===== src/rtl/lane_key_conditioner_if.sv =====
// Press-event handshake between the key conditioner (master) and the
// input checker (slave): show-ahead head entry plus a consumer ack.
interface lane_key_conditioner_if #(
  parameter int LANES = 4
);
  logic             press_valid;
  logic [LANES-1:0] press_mask;
  logic             press_ack;

  modport master (
    output press_valid,
    output press_mask,
    input  press_ack
  );

  modport slave (
    input  press_valid,
    input  press_mask,
    output press_ack
  );
endinterface


===== src/rtl/lane_key_conditioner.sv =====
// Conditions raw active-low lane buttons: synchronise, debounce, detect the
// press edge and queue each press as a lane mask in a small show-ahead FIFO.
module lane_key_conditioner #(
  parameter int LANES           = 4,
  parameter int SYNC_STAGES     = 2,
  parameter int DEBOUNCE_CYCLES = 500000,
  parameter int CNT_W           = 19,
  parameter int DEPTH           = 4
) (
  input  logic                    clock,
  input  logic                    reset,
  input  logic [LANES-1:0]        key_n,
  input  logic                    enable,
  input  logic                    flush,
  lane_key_conditioner_if.master  press,
  output logic [LANES-1:0]        key_level,
  output logic                    overflow
);

  localparam int AW = $clog2(DEPTH);
  localparam logic [CNT_W-1:0] CntLast = CNT_W'(DEBOUNCE_CYCLES - 1);
  localparam logic [AW:0] CountFull = (AW + 1)'(DEPTH);

  logic [LANES-1:0] sync_q [SYNC_STAGES];
  logic [LANES-1:0] pressed;

  logic [CNT_W-1:0] cnt_q [LANES];
  logic [CNT_W-1:0] cnt_d [LANES];
  logic [LANES-1:0] level_q, level_d;
  logic [LANES-1:0] levelPrev_q;
  logic [LANES-1:0] riseMask;

  logic [LANES-1:0] mem_q [DEPTH];
  logic [AW-1:0]    wptr_q, rptr_q;
  logic [AW:0]      count_q;
  logic             overflow_q;
  logic             pushReq, popReq, full, doPush;

  // Released buttons read as 1, so the chain resets to all ones.
  always_ff @(posedge clock) begin
    if (reset) begin
      for (int k = 0; k < SYNC_STAGES; k++) sync_q[k] <= '1;
    end else begin
      sync_q[0] <= key_n;
      for (int k = 1; k < SYNC_STAGES; k++) sync_q[k] <= sync_q[k-1];
    end
  end

  assign pressed = ~sync_q[SYNC_STAGES-1];

  // Counter value plus level encode IDLE_UP / COUNT_DOWN / HELD / COUNT_UP;
  // any agreement with the current level restarts the count.
  always_comb begin
    level_d = level_q;
    for (int i = 0; i < LANES; i++) begin
      cnt_d[i] = '0;
      if (pressed[i] != level_q[i]) begin
        if (cnt_q[i] == CntLast) level_d[i] = ~level_q[i];
        else                     cnt_d[i]   = cnt_q[i] + CNT_W'(1);
      end
    end
  end

  always_ff @(posedge clock) begin
    if (reset) begin
      for (int i = 0; i < LANES; i++) cnt_q[i] <= '0;
      level_q     <= '0;
      levelPrev_q <= '0;
    end else begin
      for (int i = 0; i < LANES; i++) cnt_q[i] <= cnt_d[i];
      level_q     <= level_d;
      levelPrev_q <= level_q;
    end
  end

  assign riseMask = level_q & ~levelPrev_q;
  assign pushReq  = enable && (riseMask != '0);
  assign popReq   = press.press_ack && (count_q != '0);
  assign full     = (count_q == CountFull);
  assign doPush   = pushReq && (!full || popReq);

  // Flush wins over any push or pop on the same edge; overflow survives it.
  always_ff @(posedge clock) begin
    if (reset) begin
      wptr_q     <= '0;
      rptr_q     <= '0;
      count_q    <= '0;
      overflow_q <= 1'b0;
    end else begin
      if (flush) begin
        wptr_q  <= '0;
        rptr_q  <= '0;
        count_q <= '0;
      end else begin
        if (doPush) wptr_q <= wptr_q + AW'(1);
        if (popReq) rptr_q <= rptr_q + AW'(1);
        case ({doPush, popReq})
          2'b10:   count_q <= count_q + (AW + 1)'(1);
          2'b01:   count_q <= count_q - (AW + 1)'(1);
          default: count_q <= count_q;
        endcase
        if (pushReq && full && !popReq) overflow_q <= 1'b1;
      end
    end
  end

  always_ff @(posedge clock) begin
    if (!reset && !flush && doPush) mem_q[wptr_q] <= riseMask;
  end

  assign press.press_valid = (count_q != '0);
  assign press.press_mask  = press.press_valid ? mem_q[rptr_q] : '0;
  assign key_level         = level_q;
  assign overflow          = overflow_q;

endmodule


===== src/flat_wrapper.sv =====
// flat-port wrapper written by rule: the top's interface ports become plain ports
module lane_key_conditioner_flat 
#(
  parameter int LANES           = 4,
  parameter int SYNC_STAGES     = 2,
  parameter int DEBOUNCE_CYCLES = 500000,
  parameter int CNT_W           = 19,
  parameter int DEPTH           = 4
)
  (clock, reset, key_n, enable, flush, key_level, overflow, press_press_valid, press_press_mask, press_press_ack);
  lane_key_conditioner_if #(.LANES(LANES)) press_i ();
  input  logic clock;
  input  logic reset;
  input  logic [LANES-1:0] key_n;
  input  logic enable;
  input  logic flush;
  output logic [LANES-1:0] key_level;
  output logic overflow;
  output wire logic [$bits(press_i.press_valid)-1:0] press_press_valid;
  output wire logic [$bits(press_i.press_mask)-1:0] press_press_mask;
  input wire logic [$bits(press_i.press_ack)-1:0] press_press_ack;
  assign press_press_valid = press_i.press_valid;
  assign press_press_mask = press_i.press_mask;
  assign press_i.press_ack = press_press_ack;
  lane_key_conditioner #(.LANES(LANES), .SYNC_STAGES(SYNC_STAGES), .DEBOUNCE_CYCLES(DEBOUNCE_CYCLES), .CNT_W(CNT_W), .DEPTH(DEPTH)) u_core (.clock(clock), .reset(reset), .key_n(key_n), .enable(enable), .flush(flush), .press(press_i), .key_level(key_level), .overflow(overflow));
endmodule

===== config.mk =====
export PLATFORM = sky130hd
export DESIGN_NAME = lane_key_conditioner_flat
export DESIGN_NICKNAME = d
export VERILOG_FILES = /design/src/rtl/lane_key_conditioner_if.sv /design/src/rtl/lane_key_conditioner.sv /design/src/flat_wrapper.sv
export SDC_FILE = /design/constraint.sdc
export NUM_CORES = 1
export LEC_CHECK = 0
export CORE_UTILIZATION = 55
export CTS_BUF_LIST = sky130_fd_sc_hd__clkbuf_4 sky130_fd_sc_hd__clkbuf_8
export DETAILED_ROUTE_END_ITERATION = 10
export PLACE_DENSITY = 0.8
export SLEW_MARGIN = 10
export SYNTH_ARGS = -nofsm -noshare
export SYNTH_HDL_FRONTEND = slang
export SYNTH_SLANG_ARGS = --single-unit
export TNS_END_PERCENT = 100

===== constraint.sdc =====
create_clock -name clock -period 2.32 [get_ports clock]
set_input_delay 0.348 -clock clock [delete_from_list [all_inputs] [get_ports clock]]
set_output_delay 0.348 -clock clock [all_outputs]
set_load 0.005 [all_outputs]

==> impl_metrics.yaml, run 1 <==
outcome:
  status: "finished clean"
routing:
  wire_per_inst_um: 13.02
  drc_errors: 0
  drtAntennaViolNets: 0
  vias_per_cell: 5.270
  vias: 3420
  routed_wl_um: 8450
  first_pass_iters: 5
  drt_iter0_drc: 130
place:
  pre_cts_ws_ps: -8.579
  port_buffers: 18
  globalplace.congestion: 0.8371
  hpwlAfterDp_um: 5718
  place_area_um2: 5210
sta:
  max_freq_mhz: 445.4
  hold_viol: 0
  rsz0062_at_grt: "false"
  holdWs_ps: 414.9
  post-route-period-util_pct: 96.78
  tightest_slew_ps: 684.7
  setup_viol: 0
  skew_ps: 14.35
  slew_headroom_pct: 54.33
  period_minus_slack_ps: 2245
  slew_viol_final: 0
  timing.final.ws_setup_ps: 74.60
clock_tree:
  cts_max_path_buffers: 2
  clkSinkCount: 118
  clockRootBuffer: "clkbuf_8"
  htree_levels: 4
  clk_latency_ps: 430
  hold_buffers: 0
  clk_pin_slew_ps: 70
  cts_tree: "done"
  cts_buffers: 17
critical_path:
  reg2reg_to: "u_core.count_q[2]"
  end_kind: "primary output"
  cp-start-kind: "register"
  crit_path_max_fanout: 4
  reg2reg_slack_ps: 140
  required_ps: 1970
  r2r_cells: 7
  critPathArrivalTime_ps: 1900
  path_class: "register to primary output"
  r2r-start: "u_core.key_level[3]"
power:
  powerDensity_nw_per_um2: 680.4
  p_leak_nw: 1.910
  peakVddDrop_mv: 0.3991
cells_and_area:
  layout.nets: 546
  final_cell_area_um2: 5610
  syn2layout_area_growth_pct: 13.92
  drive_gt1_share_pct: 11.65
  antenna_cells: 0
synth:
  ys_seq_area_share_pct: 51.22
  avgSynthCellArea_um2: 9.929
  ys_types: 44
  synth_top_area_share_pct: 41.46
  yosys-top-cells-area: "dfxtp_1 41%, edfxtp_1 9.8%, nor2_1 7.7%"
  synth_top_area_cell: "dfxtp_1"
  netlist_instances: 496
  ys_ff_latch: 118
  synth_ff_type: "dfxtp_1"
  synth.cell_area_um2: 4925
  synth_edf_count: 16
  synth_fp_nets: 514
  yosys_warnings: 0
  synthArstFlopShare_pct: 0
worst_hold_path:
  hp-start: "u_core.sync_q[0][3]"
  hold_class: "register to register"
  hold_path_end: "u_core.sync_q[0][7]"
  whs_path_depth: 1
grt:
  grt_pass1_vias: 3280
  grt_max_degree: 20
  antenna_found_initial: 0
  gr-total-overflow: 0
  gr-usage-all-layers_pct: 19.70
  grt_pass1_wl_um: 14850
floorplan:
  fp.dieW_um: 96.63
  core_area_um2: 8678
  start_util_pct: 56.75
  dieArea_um2: 9336
  fp.dieH_um: 96.63
  rows: 34
  ioPinCount: 19
flow_run:
  drv_cap: 0
## critical path: stages (launching register included)
cell,delay [ps]
dfxtp_4,390
mux4_2,500
nor2b_1,140
clkdlybuf4s50_1,450
## logic make-up after synthesis
| group | after synthesis | share of synthesized area, % |
|---|---|---|
| AOI/OAI and AO/OA | 12 | 2.185 |
| xor gates and xnor gates | 76 | 13.52 |
| adders and majority gates | 9 | 2.439 |
| buffers and inverters | 24 | 2.286 |
| DFF | 118 | 51.22 |
| muxes | 6 | 2.337 |
| and+or+nand+nor | 251 | 26.02 |
## per-stage QoR
step	util [%]	total power [W]	setup TNS (ps)	instances
after floorplan	-	0.002151	0	496
after global placement	60.03	0.002173	0	616
after detailed placement	60.03	0.002173	-8.579	616
after CTS	64.36	0.003856	0	649
after global routing	64.65	0.003959	0	649
final	64.65	0.003817	0	649
## sequential cells by signal (all words and copies together) (netlist names), named ones only
name / flops
u_core.key_level: 4
u_core.levelPrev_q: 4
u_core.count_q: 3
u_core.cnt_q: 76
u_core.sync_q: 8
u_core.rptr_q: 2
u_core.mem_q: 16
u_core.wptr_q: 2
u_core.overflow: 1
## cells in the final DEF, fill, tap and decap left out, types with 3 or more instances in the layout
cell type and n:
nor3_2 3, mux4_2 4, xnor2_1 33, nor2_1 101
nand3_1 28, nor3_1 8, nand2b_1 4, nor4bb_1 3
nand4_1 16, ha_1 8, dfxtp_1 101, clkdlybuf4s50_1 16
inv_1 14, and4_1 6, clkbuf_8 17, buf_4 5
nor4b_1 4, nand2_1 27, nor2b_1 10, and3_1 19
edfxtp_1 16, clkinv_2 3, clkinvlp_4 5, or2_2 9
xor2_1 43
## synthesized netlist by cell type, drive strengths merged, types with 2 or more instances
| master | count |
|---|---|
| a21oi | 2 |
| and3 | 19 |
| and4 | 6 |
| buf | 7 |
| clkbuf | 3 |
| dfxtp | 102 |
| edfxtp | 16 |
| ha | 8 |
| inv | 14 |
| mux4 | 4 |
| nand2 | 27 |
| nand2b | 4 |
| nand3 | 28 |
| nand4 | 16 |
| nor2 | 101 |
| nor2b | 12 |
| nor3 | 11 |
| nor3b | 2 |
| nor4 | 4 |
| nor4b | 5 |
| nor4bb | 3 |
| o21ai | 2 |
| o31ai | 2 |
| or2 | 10 |
| or3 | 2 |
| xnor2 | 33 |
| xor2 | 43 |
## cell type report
type | count | area, um2
Fill cell | 682 | 3068
Sequential cell | 118 | 2526
Multi-Input combinational cell | 354 | 2310
Clock buffer | 17 | 234.0
Timing Repair Buffer | 23 | 222.7
Tap cell | 108 | 135.1
Clock inverter | 15 | 130.1
Inverter | 14 | 52.55
## report_power, final
group | total [W] | leakage, nW | switching (W) | internal (W)
Clock | 0.00169 | 0.175 | 0.000846 | 0.000846
Combinational | 0.0000500 | 0.762 | 0.0000250 | 0.0000250
Sequential | 0.00208 | 0.972 | 0.00000481 | 0.00207
Total | 0.00382 | 1.91 | 0.000875 | 0.00294
## what timing repair did
action                     4_1_cts  5_1_grt
pin swaps                        1        0
setup buffers                    1        0
setup endpoints to repair        5        6
resized for setup                2        5
## layer usage
metal / routed length (um) / track usage [%] / share of wire [%] / up-vias
met3: 331 / 6.792 / 3.9 / 13
met2: 3981 / 31.20 / 47 / 60
li1: - / - / - / 1742
met1: 4032 / 24.87 / 48 / 1605
met5: 0 / 0 / 0 / -
met4: 103 / 7.348 / 1.2 / 0
## worst max path at each step
stage,startpoint,end,slack (ps),depth (start not counted)
CTS,register,press_press_mask[1],10,3
floorplan,u_core.key_level[1],u_core.count_q[2],240,7
detailed placement,u_core.key_level[3],u_core.count_q[2],-9,7
global placement,u_core.key_level[1],u_core.count_q[2],140,7
finish,register,press_press_mask[0],70,3
global route,register,press_press_mask[0],6,3
(Power assumes the default switching activity.)
==> run 2: changes to the inputs <==
--- a/config.mk
+++ b/config.mk
@@ -9,7 +9,7 @@
 export CTS_BUF_LIST = sky130_fd_sc_hd__clkbuf_4 sky130_fd_sc_hd__clkbuf_8
 export DETAILED_ROUTE_END_ITERATION = 10
 export PLACE_DENSITY = 0.8
-export SLEW_MARGIN = 10
+export SLEW_MARGIN = 20
 export SYNTH_ARGS = -nofsm -noshare
 export SYNTH_HDL_FRONTEND = slang
 export SYNTH_SLANG_ARGS = --single-unit
==> results of run 2 <==
No change in the layout: final DEF, timing and power equal those of run 1.
==> run 3: changes to the inputs <==
--- a/config.mk
+++ b/config.mk
@@ -5,6 +5,7 @@
 export SDC_FILE = /design/constraint.sdc
 export NUM_CORES = 1
 export LEC_CHECK = 0
+export CORE_MARGIN = 10
 export CORE_UTILIZATION = 55
 export CTS_BUF_LIST = sky130_fd_sc_hd__clkbuf_4 sky130_fd_sc_hd__clkbuf_8
 export DETAILED_ROUTE_END_ITERATION = 10
==> run 3 against run 2 <==
  * Register-to-register slack better by 20 ps
  * Non-clock buffer count up 2
  * Flip-flop and latch count unchanged
  * Core utilization down 0.69 points
  * Design area down 0.58%
  * Clock skew down 1.3 ps
  * Die area up 41%
  * Highest routed layer unchanged
  * Setup slack better by 12 ps
  * Critical path depth unchanged
  * Combinational power up 2%
  * Via count up 0.29%
  * Sequential share of layout area up 0.26 points
  * Largest power group unchanged
==> impl_metrics.yaml, run 3 (same netlist as run 1, synthesis figures left out) <==
clock_tree:
  clk_latency_ps: 410
  htree_levels: 4
  clockRootBuffer: "clkbuf_8"
  cts_max_path_buffers: 2
  clkSinkCount: 118
  clk_pin_slew_ps: 70
  cts_tree: "done"
  cts_buffers: 17
routing:
  first_pass_iters: 4
  drc_errors: 0
  vias_per_cell: 5.269
  vias: 3430
  routed_wl_um: 8503
  drtAntennaViolNets: 0
  drt_iter0_drc: 234
  wire_per_inst_um: 13.06
floorplan:
  start_util_pct: 56.47
  rows: 34
  dieArea_um2: 13140
  core_area_um2: 8721
  fp.dieW_um: 114.6
  fp.dieH_um: 114.6
  ioPinCount: 19
critical_path:
  crit_path_max_fanout: 4
  crit_chain: "mux4_2 > nor2b_1 > clkdlybuf4s50_1"
  reg2reg_slack_ps: 160
  path_class: "register to primary output"
  cpPeakStageDelay_ps: 490
  cp-start-kind: "register"
  required_ps: 1970
  critPathArrivalTime_ps: 1890
  cpMaxStageDelayCell: "mux4_2"
  cpLargestDelayFamily: "multiplexers"
  end_kind: "primary output"
  worst-path-buf-inv: 1
power:
  p_leak_nw: 1.907
  powerDensity_nw_per_um2: 659.9
  peakVddDrop_mv: 0.3441
sta:
  tns_ps: 0
  post-route-period-util_pct: 96.26
  hold_viol: 0
  slew_viol_final: 0
  period_minus_slack_ps: 2233
  skew_ps: 13.02
  holdWs_ps: 408.0
  tightest_slew_ps: 657.5
  max_freq_mhz: 447.8
  rsz0062_at_grt: "false"
  slew_headroom_pct: 56.14
  setup_viol: 0
cells_and_area:
  largest_reg_flops: 76
  layout.nets: 548
  fillerInstances: 680
  mostFrequentLayoutCells: "101 x nor2_1, 101 x dfxtp_1, 43 x xor2_1, 33 x xnor2_1, 28 x nand3_1"
  syn2layout_area_growth_pct: 13.26
  antenna_cells: 0
  instances_no_fill: 651
  drive_gt1_share_pct: 11.79
  regMostFlops: "u_core.cnt_q"
  reg_top3: "u_core.cnt_q: 76 flops, u_core.mem_q: 16 flops, u_core.sync_q: 8 flops"
flow_run:
  drv_cap: 0
outcome:
  status: "finished clean"
grt:
  gr-total-overflow: 0
  antenna_found_initial: 0
  gr-usage-all-layers_pct: 13.63
  grt_pass1_vias: 3370
  grt_pass1_wl_um: 14770
  grt_max_degree: 20
place:
  port_buffers: 18
  globalplace.congestion: 0.8313
  hpwlAfterDp_um: 6074
  dp_cells: 618
worst_hold_path:
  hold_class: "register to register"
[run 3: changes by cell type in the layout (fill, tap and decap cells not counted), moves of 2 or more]
cell,before,now
clkinv_4,2,0
inv_6,2,0
buf_4,5,7
clkinvlp_4,5,2
clkinv_2,3,7
clkbuf_4,0,4
[run 3: metrics by stage]
step	area [um2]	setup slack, ps	power, W	utilization (%)
finish	5578	86.84	0.003681	63.96
global route	5578	2.997	0.003813	63.96
CTS	5568	18.62	0.003717	63.85
detailed placement	5225	68.25	0.002174	59.91
global placement	5225	138.7	0.002173	59.91
floorplan	4925	240.2	0.002151	-
[run 3: metal layers]
layer | global-route usage [%] | wire, um | vias up
met5 | 0 | 0 | -
met4 | 5.096 | 64 | 0
met3 | 4.403 | 365 | 5
met2 | 22.54 | 4144 | 53
met1 | 16.09 | 3928 | 1628
li1 | - | - | 1744
[run 3: path summary, 6_finish.rpt]
check / start / to / cells past startpoint
min reg2reg: u_core.sync_q[0][3] / u_core.sync_q[0][7] / 1
min: u_core.sync_q[0][3] / u_core.sync_q[0][7] / 1
max: register / press_press_mask[0] / 3
max reg2reg: u_core.key_level[0] / u_core.count_q[2] / 7
[run 3: worst reg2reg max path, cell delays in order (launching register included)]
cell     delay, ps
dfxtp_1        330
nor2b_1        180
o41ai_4        460
nand2_1        130
fa_1           400
nor4_1         350
nor3_1          80
nor3_1         160
[run 3: final cells by class]
class | count | area (um2) | share of cell area (%)
Clock buffer | 22 | 277.8 | 4.980
Clock inverter | 10 | 56.30 | 1.009
Inverter | 14 | 52.55 | 0.9421
Multi-Input combinational cell | 354 | 2295 | 41.14
Sequential cell | 118 | 2526 | 45.29
Tap cell | 108 | 135.1 | 2.423
Timing Repair Buffer | 25 | 235.2 | 4.217
[run 3: what timing repair did]
item,4_1_cts,5_1_grt
pin swaps,0,1
hold endpoints to repair,0,0
hold buffers,0,0
resized for setup,3,1
endpoints found under the setup margin,4,2
setup buffers,0,1
[run 3: where the power goes]
part	switching [W]	internal, W
combinational	0.0000260	0.0000251
sequential	0.00000459	0.00207
clock	0.000755	0.000799
total	0.000785	0.00290
==> patch 1 (config.mk and constraints of run 1) <==
Put one more register stage on the output `overflow`. The value now appears one clock later. The other outputs are not delayed to match.
--- a/src/rtl/lane_key_conditioner.sv
+++ b/src/rtl/lane_key_conditioner.sv
@@ -112,5 +112,7 @@
   assign press.press_mask  = press.press_valid ? mem_q[rptr_q] : '0;
   assign key_level         = level_q;
-  assign overflow          = overflow_q;
+  always_ff @(posedge clock) begin
+    overflow <= overflow_q;
+  end
 
 endmodule
Check against the original RTL: no difference found for any inputs over 10 cycles, from zero or initial values and one cycle with reset high; that may be too few to reach the edited logic, so the function may still have changed.
==> patch 1 against run 1 <==
  * Core utilization grew 0.76 points
  * Wire length shrank 1.6%
  * Critical path depth is the same
  * Power grew 7.9%
  * Area after synthesis grew 0.41%
  * First-iteration DRC count shrank 38%
  * Critical path type unchanged
  * Sequential cell count grew 1
  * Largest cell class unchanged
  * Count of clock-buffer cells in the layout grew 4
  * Global-route usage shrank 0.16 points
  * Worst setup slack gained 0.020 ns
  * Cell area grew 1.7%
==> patch 1: results (changes against run 1) <==
status=finished clean; TritonRoute pass-1 iters=4 (-1); hpwl dp=5720 um (about the same); n_diodes=0 (unchanged); Max Clock Skew=0.0129 ns (-0.00145 ns); later-pin clock latency in the skew report=0.42 ns; synth warn=0 (unchanged); Hold WC Path Type=reg -> reg; leak pwr=1.96 nW (+2.5%); dpl ws=0.0281 ns (+0.0367 ns); DRT iter0 DRCs=81 (-38%); EDFF count, synth=16 (unchanged); Netlist cell types=44 (unchanged); Total GRT Usage=0.195 (-0.00161); layout cells sized above 1=0.119 (+0.00260); Avg Cell Area, Syn=9.95 um^2 (+0.20%); number of global-route vias before repair=3196 (-2.6%); Commonest cells post-synth=dfxtp_1 (103), nor2_1 (101), xor2_1 (43); Critical Path Fanout Max=4 (unchanged); CP Data Arrival Time=1.88 ns (-0.02 ns); port bufs=18 (unchanged); Compound-Gate Fraction of Synth Area=0.0218 (-0.0000885); final net count=551 (+0.92%); RD Place Congestion=0.796 (-4.9%); Synthesized Nets=515 (+0.19%); adder-cell share of the synthesized area=0.0243 (-0.0000987); post-synthesis sequential area ratio=0.514 (+0.00197); xor and xnor area share after synthesis=0.135 (-0.000547); largest net degree at the start of global routing=20 (unchanged); first-pass GRT wire length=14600 um (-1.8%); via count=3375 (-1.3%); H-tree levels=4 (unchanged); Largest regs=u_core.cnt_q (76), u_core.mem_q (16), u_core.sync_q (8); Max clock buf depth=2 (unchanged); Root Buffer=clkbuf_8; clock buffer count from CTS=17 (unchanged); peak supply drop=0.000467 V (+17%); Worst Tran Pin Value=0.630 ns (-0.0542 ns); ys async rst share=0 (unchanged); antenna violations before repair=0 (unchanged); drt total wl=8320 um (-1.6%); Synth Flop Type=dfxtp_1; Clock transition at path regs=0.07 ns (about the same); Synth area leaders=dfxtp_1 (42%), edfxtp_1 (9.7%), nor2_1 (7.7%), xor2_1 (7.6%), xnor2_1 (5.8%); Fin Setup TNS=0 ns (unchanged); multiplexer share of the synthesized area=0.0233 (-0.0000946)
-- patch 1: changes by cell type after synthesis, sizes merged --
cell and delta:
dfxtp +1
-- patch 1: worst paths after layout --
kind	from	endpoint	slack, ns	depth (start not counted)
hold / removal	u_core.overflow_q	u_core.overflow	0.36	0
setup / recovery	flop	press_press_mask[1]	0.09	3
setup reg to reg	u_core.key_level[2]	u_core.count_q[2]	0.16	7
hold reg to reg	u_core.overflow_q	u_core.overflow	0.36	0
-- patch 1: timing repair --
action	in CTS	in global routing
pin swaps	0	2
buffers inserted	0	3
gates resized for setup	2	3
setup endpoints to repair	4	6
-- patch 1: metrics by stage --
stage | instance area [um^2] | utilization | hold slack (ns) | power, mW | cells
2_1_floorplan | 4940 | - | 0.332 | 2.17 | 497
3_3_place_gp | 5250 | 0.601 | 0.342 | 2.19 | 619
3_5_place_dp | 5250 | 0.601 | 0.349 | 2.19 | 619
4_1_cts | 5670 | 0.650 | 0.360 | 4.17 | 651
5_1_grt | 5700 | 0.654 | 0.376 | 4.26 | 654
6_report | 5700 | 0.654 | 0.358 | 4.12 | 654
-- patch 1: worst max-delay path: stages, from the launching register on --
cell and delay (ns):
dfxtp_4 0.39, mux4_2 0.49, nor2b_1 0.14, clkdlybuf4s50_1 0.45
-- patch 1: kinds of logic after synthesis --
family | after synthesis
compound gates | 12
xor+xnor | 76
fa+ha+maj | 9
buf+inv | 24
flops | 119
mux | 6
simple gates | 251
-- patch 1: final cells by class --
class	instances	area, um^2
Fill cell	652	3020
Sequential cell	119	2550
Multi-Input combinational cell	354	2300
Clock buffer	21	264
Timing Repair Buffer	27	250
Clock inverter	11	155
Tap cell	108	135
Inverter	14	52.6
-- patch 1: per-layer routing --
metal	GRT usage	vias to the layer above	wire length, um
met5	0	-	0
met4	0.0964	0	206
met3	0.0650	19	327
met2	0.310	46	3850
met1	0.238	1560	3940
li1	-	1750	-
-- patch 1: power by group --
group          leakage [nW]  switching [mW]  internal (mW)
Clock                 0.216           0.772           1.20
Combinational         0.761          0.0261         0.0258
Sequential            0.980         0.00459           2.09
Total                  1.96           0.803           3.32
==> patch 2 (settings of run 1) <==
Made on the original files. `CNT_W` is set to 19 in 2 places; all go to 21.
--- a/src/rtl/lane_key_conditioner.sv
+++ b/src/rtl/lane_key_conditioner.sv
@@ -5,5 +5,5 @@
   parameter int SYNC_STAGES     = 2,
   parameter int DEBOUNCE_CYCLES = 500000,
-  parameter int CNT_W           = 19,
+  parameter int CNT_W           = 21,
   parameter int DEPTH           = 4
 ) (
--- a/src/flat_wrapper.sv
+++ b/src/flat_wrapper.sv
@@ -5,5 +5,5 @@
   parameter int SYNC_STAGES     = 2,
   parameter int DEBOUNCE_CYCLES = 500000,
-  parameter int CNT_W           = 19,
+  parameter int CNT_W           = 21,
   parameter int DEPTH           = 4
 )
Check against the original RTL: no difference found for any inputs over 10 cycles, from zero or initial values and one cycle with reset high; that may be too few to reach the edited logic, so the function may still have changed.
==> patch 2 against run 1 <==
  * Hold slack lost 0.0051 ns
  * Combinational power grew 4%
  * Worst setup slack gained 0.015 ns
  * Power grew 8.9%
  * Cell area grew 8.9%
  * First-iteration DRC count shrank 34%
  * Wire length grew 8.6%
  * Synthesized cell count grew 11%
  * Sequential power grew 6%
  * Sequential share of layout area shrank 1.0 points
  * Sequential cell count grew 8
  * Area after synthesis grew 8.9%
  * Critical endpoint is now press_press_mask[1]
  * Largest cell class unchanged
==> patch 2: results (changes against run 1) <==
first-pass GRT wire length=15500 um (+4.5%); CP Data Arrival Time=1.88 ns (-0.02 ns); Worst Tran Pin Value=0.698 ns (+0.0129 ns); TritonRoute pass-1 iters=6 (+1); final cell count without fillers=726 (+12%); adder-cell share of the synthesized area=0.0224 (-0.00200); Post CTS Setup Buffer Count=0 (-1); global-route met1 utilization=0.234 (-0.0149); M3 GR Usage=0.0596 (-0.00828); DR WL met2=4430 um (+11%); Compound-Gate Fraction of Synth Area=0.0128 (-0.00902); status=finished clean; DR WL met3=274 um (-17%); M1 WL=4260 um (+5.5%); Clk network pwr share=0.455 (+0.012); peak supply drop=0.000469 V (+17%); PwrDens=681 mW/mm^2 (about the same); Commonest cells post-synth=nor2_1 (112), dfxtp_1 (110), xor2_1 (46); Sw Pwr=0.858 mW (-2.0%); layout cells sized above 1=0.124 (+0.00750); vias per cell=5.20 (-1.3%); xor and xnor area share after synthesis=0.135 (+0.000332); min cycle time layout=2.23 ns (-0.0145 ns); crit-path max cell delay=0.48 ns (-0.02 ns); final net count=602 (+10%); Netlist cell types=45 (+2.3%); placed cell areas=0.00570 mm^2 (+9.5%); multiplexer share of the synthesized area=0.0271 (+0.00368); post-synthesis sequential area ratio=0.500 (-0.0122)
==> patch 2: changes by cell type after synthesis, sizes merged, moves of 4 or more <==
cell and delta:
and3 -6, or3 +5, inv +4, nand3 +9, xnor2 +4, nor4 +7, dfxtp +8, nor2 +13
nand2 +4
==> patch 2: cell type report <==
type | instances | area [um^2]
well taps | 129 | 161
clock inverters | 13 | 148
fillers | 736 | 3220
clock buffers | 19 | 249
repair buffers | 25 | 233
inverters | 18 | 67.6
multi-input cells | 396 | 2560
flip-flops and latches | 126 | 2690
==> patch 2: worst paths after layout <==
| kind | from | endpoint | cells after the start |
|---|---|---|---|
| setup reg to reg | u_core.key_level[3] | u_core.count_q[2] | 7 |
| setup / recovery | flop | press_press_mask[1] | 3 |
| hold reg to reg | u_core.sync_q[0][1] | u_core.sync_q[0][5] | 1 |
| hold / removal | u_core.sync_q[0][1] | u_core.sync_q[0][5] | 1 |
==> patch 2: timing repair <==
item / CTS / global route
resized for setup: 2 / 1
setup endpoints to repair: 5 / 4
endpoints found under the hold margin: 0 / 0
